<file path="src/rtl/mem_dma.sv">
// mem_dma: single-port memory copy engine.
// Moves len words from src_addr to dst_addr, one word per RD/WR pair,
// in strictly ascending order with addresses wrapping modulo 2^ADDR_W.
// Optional feature: define MEM_DMA_FILL_EN to add the fill/fill_data
// inputs and a FILL state that writes a constant pattern, one word per cycle.
// All outputs are registered; each state's output values are loaded on the
// edge that enters that state.
module mem_dma #(
  parameter int BITS   = 64,
  parameter int ADDR_W = 8
) (
  input  logic              clk,
  input  logic              rst,
  input  logic              start,
  input  logic [ADDR_W-1:0] src_addr,
  input  logic [ADDR_W-1:0] dst_addr,
  input  logic [ADDR_W:0]   len,
`ifdef MEM_DMA_FILL_EN
  input  logic              fill,
  input  logic [BITS-1:0]   fill_data,
`endif
  output logic              busy,
  output logic              done,
  output logic              mem_wen,
  output logic [ADDR_W-1:0] mem_a,
  output logic [BITS-1:0]   mem_d,
  input  logic [BITS-1:0]   mem_q
);

`ifdef MEM_DMA_FILL_EN
  typedef enum logic [2:0] {IDLE, RD, WR, DONE, FILL} state_t;
`else
  typedef enum logic [2:0] {IDLE, RD, WR, DONE} state_t;
`endif

  localparam logic [ADDR_W-1:0] ADDR_ONE = {{(ADDR_W-1){1'b0}}, 1'b1};
  localparam logic [ADDR_W:0]   CNT_ONE  = {{ADDR_W{1'b0}}, 1'b1};

  state_t            state;
  logic [ADDR_W-1:0] src;
  logic [ADDR_W-1:0] dst;
  logic [ADDR_W:0]   cnt;
  logic [BITS-1:0]   data_buf;

  // Transfer FSM: state, working addresses, remaining count, data buffer and
  // the registered memory-side outputs for the state being entered.
  always_ff @(posedge clk) begin
    if (rst) begin
      state    <= IDLE;
      src      <= '0;
      dst      <= '0;
      cnt      <= '0;
      data_buf <= '0;
      busy     <= 1'b0;
      done     <= 1'b0;
      mem_wen  <= 1'b0;
      mem_a    <= '0;
      mem_d    <= '0;
    end else begin
      done <= 1'b0;
      case (state)
        IDLE: begin
          if (start) begin
            if (len == '0) begin
              // Empty request: straight to the completion pulse, no access.
              state <= DONE;
              done  <= 1'b1;
            end else begin
              src  <= src_addr;
              dst  <= dst_addr;
              cnt  <= len;
              busy <= 1'b1;
`ifdef MEM_DMA_FILL_EN
              if (fill) begin
                // Fill pattern lives in the data buffer for the whole run.
                state    <= FILL;
                data_buf <= fill_data;
                mem_wen  <= 1'b1;
                mem_a    <= dst_addr;
                mem_d    <= fill_data;
              end else begin
                state   <= RD;
                mem_wen <= 1'b0;
                mem_a   <= src_addr;
              end
`else
              state   <= RD;
              mem_wen <= 1'b0;
              mem_a   <= src_addr;
`endif
            end
          end
        end

        RD: begin
          // Memory read is combinational; capture at the closing edge and
          // present it straight away as write data for the WR cycle.
          data_buf <= mem_q;
          state    <= WR;
          mem_wen  <= 1'b1;
          mem_a    <= dst;
          mem_d    <= mem_q;
        end

        WR: begin
          src <= src + ADDR_ONE;
          dst <= dst + ADDR_ONE;
          cnt <= cnt - CNT_ONE;
          mem_wen <= 1'b0;
          if (cnt > CNT_ONE) begin
            state <= RD;
            mem_a <= src + ADDR_ONE;
          end else begin
            state <= DONE;
            busy  <= 1'b0;
            done  <= 1'b1;
            mem_a <= '0;
          end
        end

`ifdef MEM_DMA_FILL_EN
        FILL: begin
          dst <= dst + ADDR_ONE;
          cnt <= cnt - CNT_ONE;
          if (cnt > CNT_ONE) begin
            mem_a <= dst + ADDR_ONE;
          end else begin
            state   <= DONE;
            busy    <= 1'b0;
            done    <= 1'b1;
            mem_wen <= 1'b0;
            mem_a   <= '0;
          end
        end
`endif

        DONE: begin
          // start is deliberately not looked at here.
          state <= IDLE;
        end

        default: begin
          state   <= IDLE;
          busy    <= 1'b0;
          mem_wen <= 1'b0;
          mem_a   <= '0;
        end
      endcase
    end
  end

endmodule

</file>
<file path="config.mk">
export PLATFORM = sky130hd
export DESIGN_NAME = mem_dma
export DESIGN_NICKNAME = d
export VERILOG_FILES = /design/src/rtl/mem_dma.sv
export SDC_FILE = /design/constraint.sdc
export NUM_CORES = 1
export LEC_CHECK = 0
export BUFFER_PORTS_ARGS = -buffer_cell sky130_fd_sc_hd__buf_2
export CAP_MARGIN = 20
export CORE_UTILIZATION = 42
export CTS_CLUSTER_SIZE = 8
export DETAILED_ROUTE_END_ITERATION = 8
export GPL_TIMING_DRIVEN = 0
export PLACE_DENSITY = 0.82
export SETUP_SLACK_MARGIN = 0.15
export SYNTH_ARGS = -nofsm -noshare
export SYNTH_HDL_FRONTEND = slang
export SYNTH_SLANG_ARGS = --single-unit
</file>
<file path="constraint.sdc">
create_clock -name clk -period 1.6 [get_ports clk]
set_input_delay 0.08 -clock clk [delete_from_list [all_inputs] [get_ports clk]]
set_output_delay 0.08 -clock clk [all_outputs]
set_load 0.005 [all_outputs]
</file>
==> out/qor.txt, run 1 <==
Asr flop ratio synth: 0%
Fmax: 611.1 MHz
Routed length per instance: 18.28 um
Worst Hold End: mem_d[13]
Worst EP arrival: 1.88 ns
Post-DP HPWL: 9.895 mm
Area growth, synth to finish: 53.50%
Most frequent cells in the layout: buf_2, nand2_1, a21oi_1
Primary FF master, synth: dfxtp_1
Outcome: finished, violations left
Fill count: 740
Setup WS post-layout: -0.03649 ns
Family with the most delay on the worst path: compound AO/OA/AOI/OAI gates
Die area: 11310 um^2
Min cycle time layout: 1.636 ns
HP Start: mem_q[13]
Critical Path Sink Type: flip-flop
Top cell type's share of synthesized area: 44.66%
GRT Util Overall: 29.35%
# nets final: 926
Buffers on Ports: 165
CTS tree: built
Commonest non-fill, non-tap cell in the layout: buf_2
Initial core utilization: 43.89%
Crit path max-delay cell type: dfxtp_2
Register area share after synthesis: 44.66%
Die X: 106.3 um
Num Clock Sinks: 102
Cell accounting for the most synthesized area: dfxtp_1
Vias/cell: 5.685
Drt drc: 0
# setup viols final: 3
Root Driver: clkbuf_8
Post-Route Setup TNS: -0.05697 ns
Worst r2r dst: src[0]
Clock Skews: 0.02019 ns
Non-filler cells, final: 971
Syn_area_per_cell: 8.049 um^2
Peak supply drop: 0.5516 mV
DRT antenna net count: 0
Layout cell share with drive strength beyond 1: 36.77%
Finished Cell Area: 7018 um^2
1st-iter DRT viols: 653
Sequential Area: 2069 um^2
Area of the core: 10420 um^2
CP max FO: 10
Largest cells by area after synthesis: dfxtp_1, nand2_1, a21oi_1
Critical path buffer and inverter count: 2
Slew @ Worst Pin: 0.9071 ns
Cell variety after synth: 59
Cell area after placement: 5587 um^2
Flops & latches, synth: 102
Vias post-DR: 5520
Critical path class: reg2reg
Total power: 6500 uW
FF-to-FF setup slack: -0.04 ns
Hold Crit Depth: 3
Antenna cells: 0
Pin count of the biggest net entering global routing: 19
Fin. max-slew vios: 0
Max_cap viols: 0
Antenna violations before repair: 0
Critical Path RT: 1.85 ns
GP Congestion: 0.9109
H-tree levels: 3
Die Ht: 106.3 um
Synth Instances: 568
Worst-path clk slew: 0.12 ns
Warnings from Yosys: 0
Dpl cells: 869
Gr ovfl total: 0
Crit start category: flip-flop
First-pass GRT wire length: 25.97 mm
Num CTS Buffers: 9
Tcrit/Tclk final: 102.3%
Power density cells: 926.1 nW/um^2
Mapped cell area: 4572 um^2
Number of global-route vias before repair: 5391
Multi-input logic area: 2537 um^2
Worst r2r src: state[0]
Final Hold Vio Count: 0
Worst skew pair latency: 0.38 ns
Pre-CTS WS: -0.1705 ns
Core Rows: 37
Crit-path cells: buf_6, o21bai_4, a31o_4, buf_8, a21oi_1, a211oi_2
Max Buffers Root-to-Sink: 2
RSZ-0062 raised after global routing: yes
Pleak: 0.002941 uW
Syn_nets: 664
IO Count: 167
Hold Path Class: in2reg
Worst R2R Path Depth: 6
Max incr delay on CP: 0.38 ns
Violated checks: negative setup slack
Max-slew headroom: 39.06%
Total wire length: 17.75 mm
Post-synth EDFFs: 0
Drt first pass iters: 5
==> logic make-up (layout without fill, tap and decap cells) <==
logic type	Yosys count	in the layout	synth area share (%)
flops	102	102	44.66
xor+xnor	3	3	0.5748
compound gates	175	175	24.52
simple gates	228	228	22.28
mux	8	8	1.752
fa+ha+maj	4	4	1.095
buf+inv	48	315	5.118
==> layout make-up <==
type	instances	area share, %
tap	136	2.425
inverter	4	0.2853
multi-input combinational	418	36.16
buffer	44	5.063
timing repair buffer	251	23.66
clock buffer	9	1.765
sequential	102	29.49
clock inverter	7	1.159
==> what timing repair did <==
action / CTS / global route
gates resized for setup: 60 / 60
hold buffers: 65 / 0
pin swaps: 7 / 10
setup endpoints to repair: 98 / 90
cloned: 2 / 0
setup buffers: 12 / 7
hold endpoints to repair: 65 / 0
==> power breakdown <==
part / internal (uW) / switching [uW] / total (uW) / leakage [uW]
combinational: 864 / 933 / 1800 / 0.00199
sequential: 2750 / 193 / 2940 / 0.000842
clock: 747 / 1010 / 1760 / 0.000106
==> cells in the mapped netlist, types with 4 or more instances <==
master and number:
mux2i_1 8, ha_1 4, nand2b_1 4, and2_1 4, buf_2 22, a21oi_1 101, nor3_1 13, a211oi_1 8
a31o_1 5, o21ai_0 10, dfxtp_1 102, o21ai_1 8, buf_4 7, nand2_1 156, nor2_1 18, nand3_1 9
a211oi_2 5, o32ai_1 6, o21a_1 4, clkbuf_1 13
==> stage by stage <==
stage               hold slack (ns)  util, %
floorplan                    0.2160        -
global placement             0.3212    53.63
detailed placement           0.3272    53.63
CTS                         0.02283    64.85
global route                0.01966    67.38
finish                      0.02033    67.38
==> worst max-delay path by stage <==
stage	from	end	slack (ns)	depth (start not counted)
after floorplan	cnt[1]	mem_a[0]	0.11	6
after global placement	state[1]	mem_a[5]	-0.17	5
after detailed placement	state[1]	mem_a[7]	-0.17	5
after CTS	cnt[0]	cnt[6]	0.08	6
after global routing	state[0]	src[0]	-0.07	6
final	state[0]	src[0]	-0.04	6
==> per-layer routing <==
layer,vias up,part of all wire [%],GRT usage [%]
li1,2511,-,-
met1,2577,37,33.05
met2,357,50,51.48
met3,75,9.0,5.457
met4,0,3.6,17.16
met5,-,0,0
==> tightest hold or removal path, stage by stage <==
cell,delay [ns]
buf_2,0.10
nand2_1,0.09
a21oi_1,0.07
==> registers in the layout, summed over array words and instances, names as in the netlist <==
| signal | cells |
|---|---|
| busy | 1 |
| cnt | 9 |
| done | 1 |
| dst | 8 |
| mem_a | 8 |
| mem_d | 64 |
| mem_wen | 1 |
| src | 8 |
| state | 2 |
(Power assumes the default switching activity.)
==> run 2, diff against run 1 <==
- CORE_ASPECT_RATIO: not set -> 0.75
==> run 2 against run 1 <==
Against the previous run: sequential power about the same; worst setup slack gained 0.092 ns; highest routed layer unchanged; count of clock-buffer cells in the layout is 2 higher; sequential share of layout area hardly changed; critical path depth did not move; core utilization decreased by 0.51 points; clock skew down 0.012 ns; the flow now finishes without violations.
==> out/qor.txt, run 2 (synthesis results as in run 1) <==
Multi-input logic area: 2519 um^2 (was 2537 um^2)
Most frequent cells in the layout: buf_2, nand2_1, a21oi_1 (unchanged)
Worst Setup EP: cnt[8] (was src[0])
Antenna cells: 0 (unchanged)
RSZ-0062 raised after global routing: yes (unchanged)
Hold Path Class: in2reg (unchanged)
1st-iter DRT viols: 433 (was 653)
Routed length per instance: 16.81 um (was 18.28 um)
Die X: 122.5 um (was 106.3 um)
Hold WS: 0.01747 ns (was 0.02033 ns)
GRT Util Overall: 27.75% (was 29.35%)
Total power: 6777 uW (was 6500 uW)
Max-slew headroom: 53.88% (was 39.06%)
Fill count: 820 (was 740)
Worst skew pair latency: 0.34 ns (was 0.38 ns)
Commonest non-fill, non-tap cell in the layout: buf_2 (unchanged)
Core Rows: 32 (was 37)
Total wire length: 16.18 mm (was 17.75 mm)
CP max FO: 4 (was 10)
Tcrit/Tclk final: 96.53% (was 102.3%)
# setup viols final: 0 (was 3)
Sequential Area: 2059 um^2 (was 2069 um^2)
Max incr delay on CP: 0.50 ns (was 0.38 ns)
Worst-path clk slew: 0.07 ns (was 0.12 ns)
Critical path class: reg2reg (unchanged)
Number of global-route vias before repair: 4822 (was 5391)
Gr ovfl total: 0 (unchanged)
Max Buffers Root-to-Sink: 2 (unchanged)
Worst EP arrival: 1.82 ns (was 1.88 ns)
CTS tree: built (unchanged)
Drt first pass iters: 5 (unchanged)
Crit-path cells: inv_4, ha_4, or4b_4, nor4_2, o21ai_1, a21oi_1 (was buf_6, o21bai_4, a31o_4, buf_8, a21oi_1, a211oi_2)
Vias/cell: 5.431 (was 5.685)
Num Clock Sinks: 102 (unchanged)
Pin count of the biggest net entering global routing: 16 (was 19)
Die area: 11310 um^2 (about the same)
Top reg by flops: mem_d (unchanged)
Power density cells: 969.9 nW/um^2 (was 926.1 nW/um^2)
CP Launch Point: cnt[0] (was state[0])
Finished Cell Area: 6988 um^2 (was 7018 um^2)
Critical Path RT: 1.87 ns (was 1.85 ns)
Die Ht: 92.36 um (was 106.3 um)
Crit path depth: 6 (unchanged)
Max reg flops: 64 (unchanged)
Root Driver: clkbuf_16 (was clkbuf_8)
Pleak: 0.002914 uW (was 0.002941 uW)
Vias post-DR: 5225 (was 5520)
FF-to-FF setup slack: 0.06 ns (was -0.04 ns)
Cell area after placement: 5587 um^2 (unchanged)
Antenna violations before repair: 0 (unchanged)
Buffers on Ports: 165 (unchanged)
Worst r2r dst: cnt[8] (was src[0])
# nets final: 918 (was 926)
Pre-CTS WS: -0.1463 ns (was -0.1705 ns)
Slew @ Worst Pin: 0.6918 ns (was 0.9071 ns)
Fin. max-slew vios: 0 (unchanged)
Min cycle time layout: 1.544 ns (was 1.636 ns)
Area growth, synth to finish: 52.85% (was 53.50%)
Crit start category: flip-flop (unchanged)
Post-DP HPWL: 9.902 mm (was 9.895 mm)
Critical Path Sink Type: flip-flop (unchanged)
Drt drc: 0 (unchanged)
GP Congestion: 0.9637 (was 0.9109)
Post-Route Setup TNS: 0 ns (was -0.05697 ns)
Initial core utilization: 43.75% (was 43.89%)
Crit path max-delay cell type: or4b_4 (was dfxtp_2)
Family with the most delay on the worst path: simple AND/OR/NAND/NOR gates (was compound AO/OA/AOI/OAI gates)
Layout cell share with drive strength beyond 1: 35.11% (was 36.77%)
Final Hold Vio Count: 0 (unchanged)
Setup WS post-layout: 0.05553 ns (was -0.03649 ns)
Fmax: 647.5 MHz (was 611.1 MHz)
Biggest regs: mem_d: 64 flops, cnt: 9 flops (unchanged)
Worst R2R Path Depth: 6 (unchanged)
Outcome: finished clean (was finished, violations left)
DRT antenna net count: 0 (unchanged)
Max_cap viols: 0 (unchanged)
Worst r2r src: cnt[0] (was state[0])
H-tree levels: 3 (unchanged)
Num CTS Buffers: 9 (unchanged)
Area of the core: 10450 um^2 (was 10420 um^2)
Peak supply drop: 0.5416 mV (was 0.5516 mV)
IO Count: 167 (unchanged)
Critical path buffer and inverter count: 1 (was 2)
Clock Skews: 0.007900 ns (was 0.02019 ns)
First-pass GRT wire length: 24.18 mm (was 25.97 mm)
[run 2: cell types whose count changed in the layout (fill, tap and decap cells not counted), moves of 3 or more]
cell / delta
clkinv_4: -3
clkbuf_4: -4
dfxtp_1: +4
clkbuf_16: +9
buf_4: -3
buf_12: -3
clkbuf_8: -8
[run 2: per-stage QoR]
step / instances / util, %
floorplan: 568 / -
global placement: 869 / 53.46
detailed placement: 869 / 53.46
CTS: 958 / 65.10
global route: 962 / 66.87
finish: 962 / 66.87
[run 2: final cells by class]
cell class | instances | share of cell area (%)
multi-input cells | 418 | 36.04
flip-flops and latches | 102 | 29.47
repair buffers | 243 | 22.69
plain buffers | 44 | 4.960
clock buffers | 11 | 3.474
well taps | 136 | 2.435
clock inverters | 4 | 0.6804
inverters | 4 | 0.2507
[run 2: worst min path at each step]
stage / startpoint / end / slack [ns] / cells past startpoint
final: src_addr[1] / src[1] / 0.02 / 3
after detailed placement: mem_q[1] / mem_d[1] / 0.33 / 3
after floorplan: mem_q[0] / mem_d[0] / 0.22 / 2
after CTS: src_addr[1] / src[1] / 0.005 / 3
after global routing: src_addr[1] / src[1] / 0.03 / 3
after global placement: mem_q[54] / mem_d[54] / 0.32 / 3
[run 2: repair_timing]
item                                    in CTS  in global routing
gates resized for setup                     61                 44
gates cloned                                 1                  2
buffers inserted                             8                  2
endpoints found under the setup margin      97                 87
hold endpoints to repair                    65                  0
hold buffers                                65                  0
pin swaps                                    7                 13
[run 2: tightest hold or removal path, cell delays in order]
cell and delay [ns]:
buf_2 0.10, nand2_1 0.05, a311oi_1 0.08
[run 2: power by group]
group / total, uW / switching, uW / internal [uW]
combinational: 1670 / 863 / 809
sequential: 2930 / 183 / 2750
clock: 2170 / 932 / 1240
total: 6780 / 1980 / 4800
[run 2: metal layers]
layer	vias to the layer above	wire length [um]	track usage, %	part of all wire [%]
li1	2485	-	-	-
met1	2408	6583	35.15	41
met3	43	1587	7.143	9.8
met4	0	381	10.26	2.4
met2	289	7624	45.13	47
met5	-	0	0	0
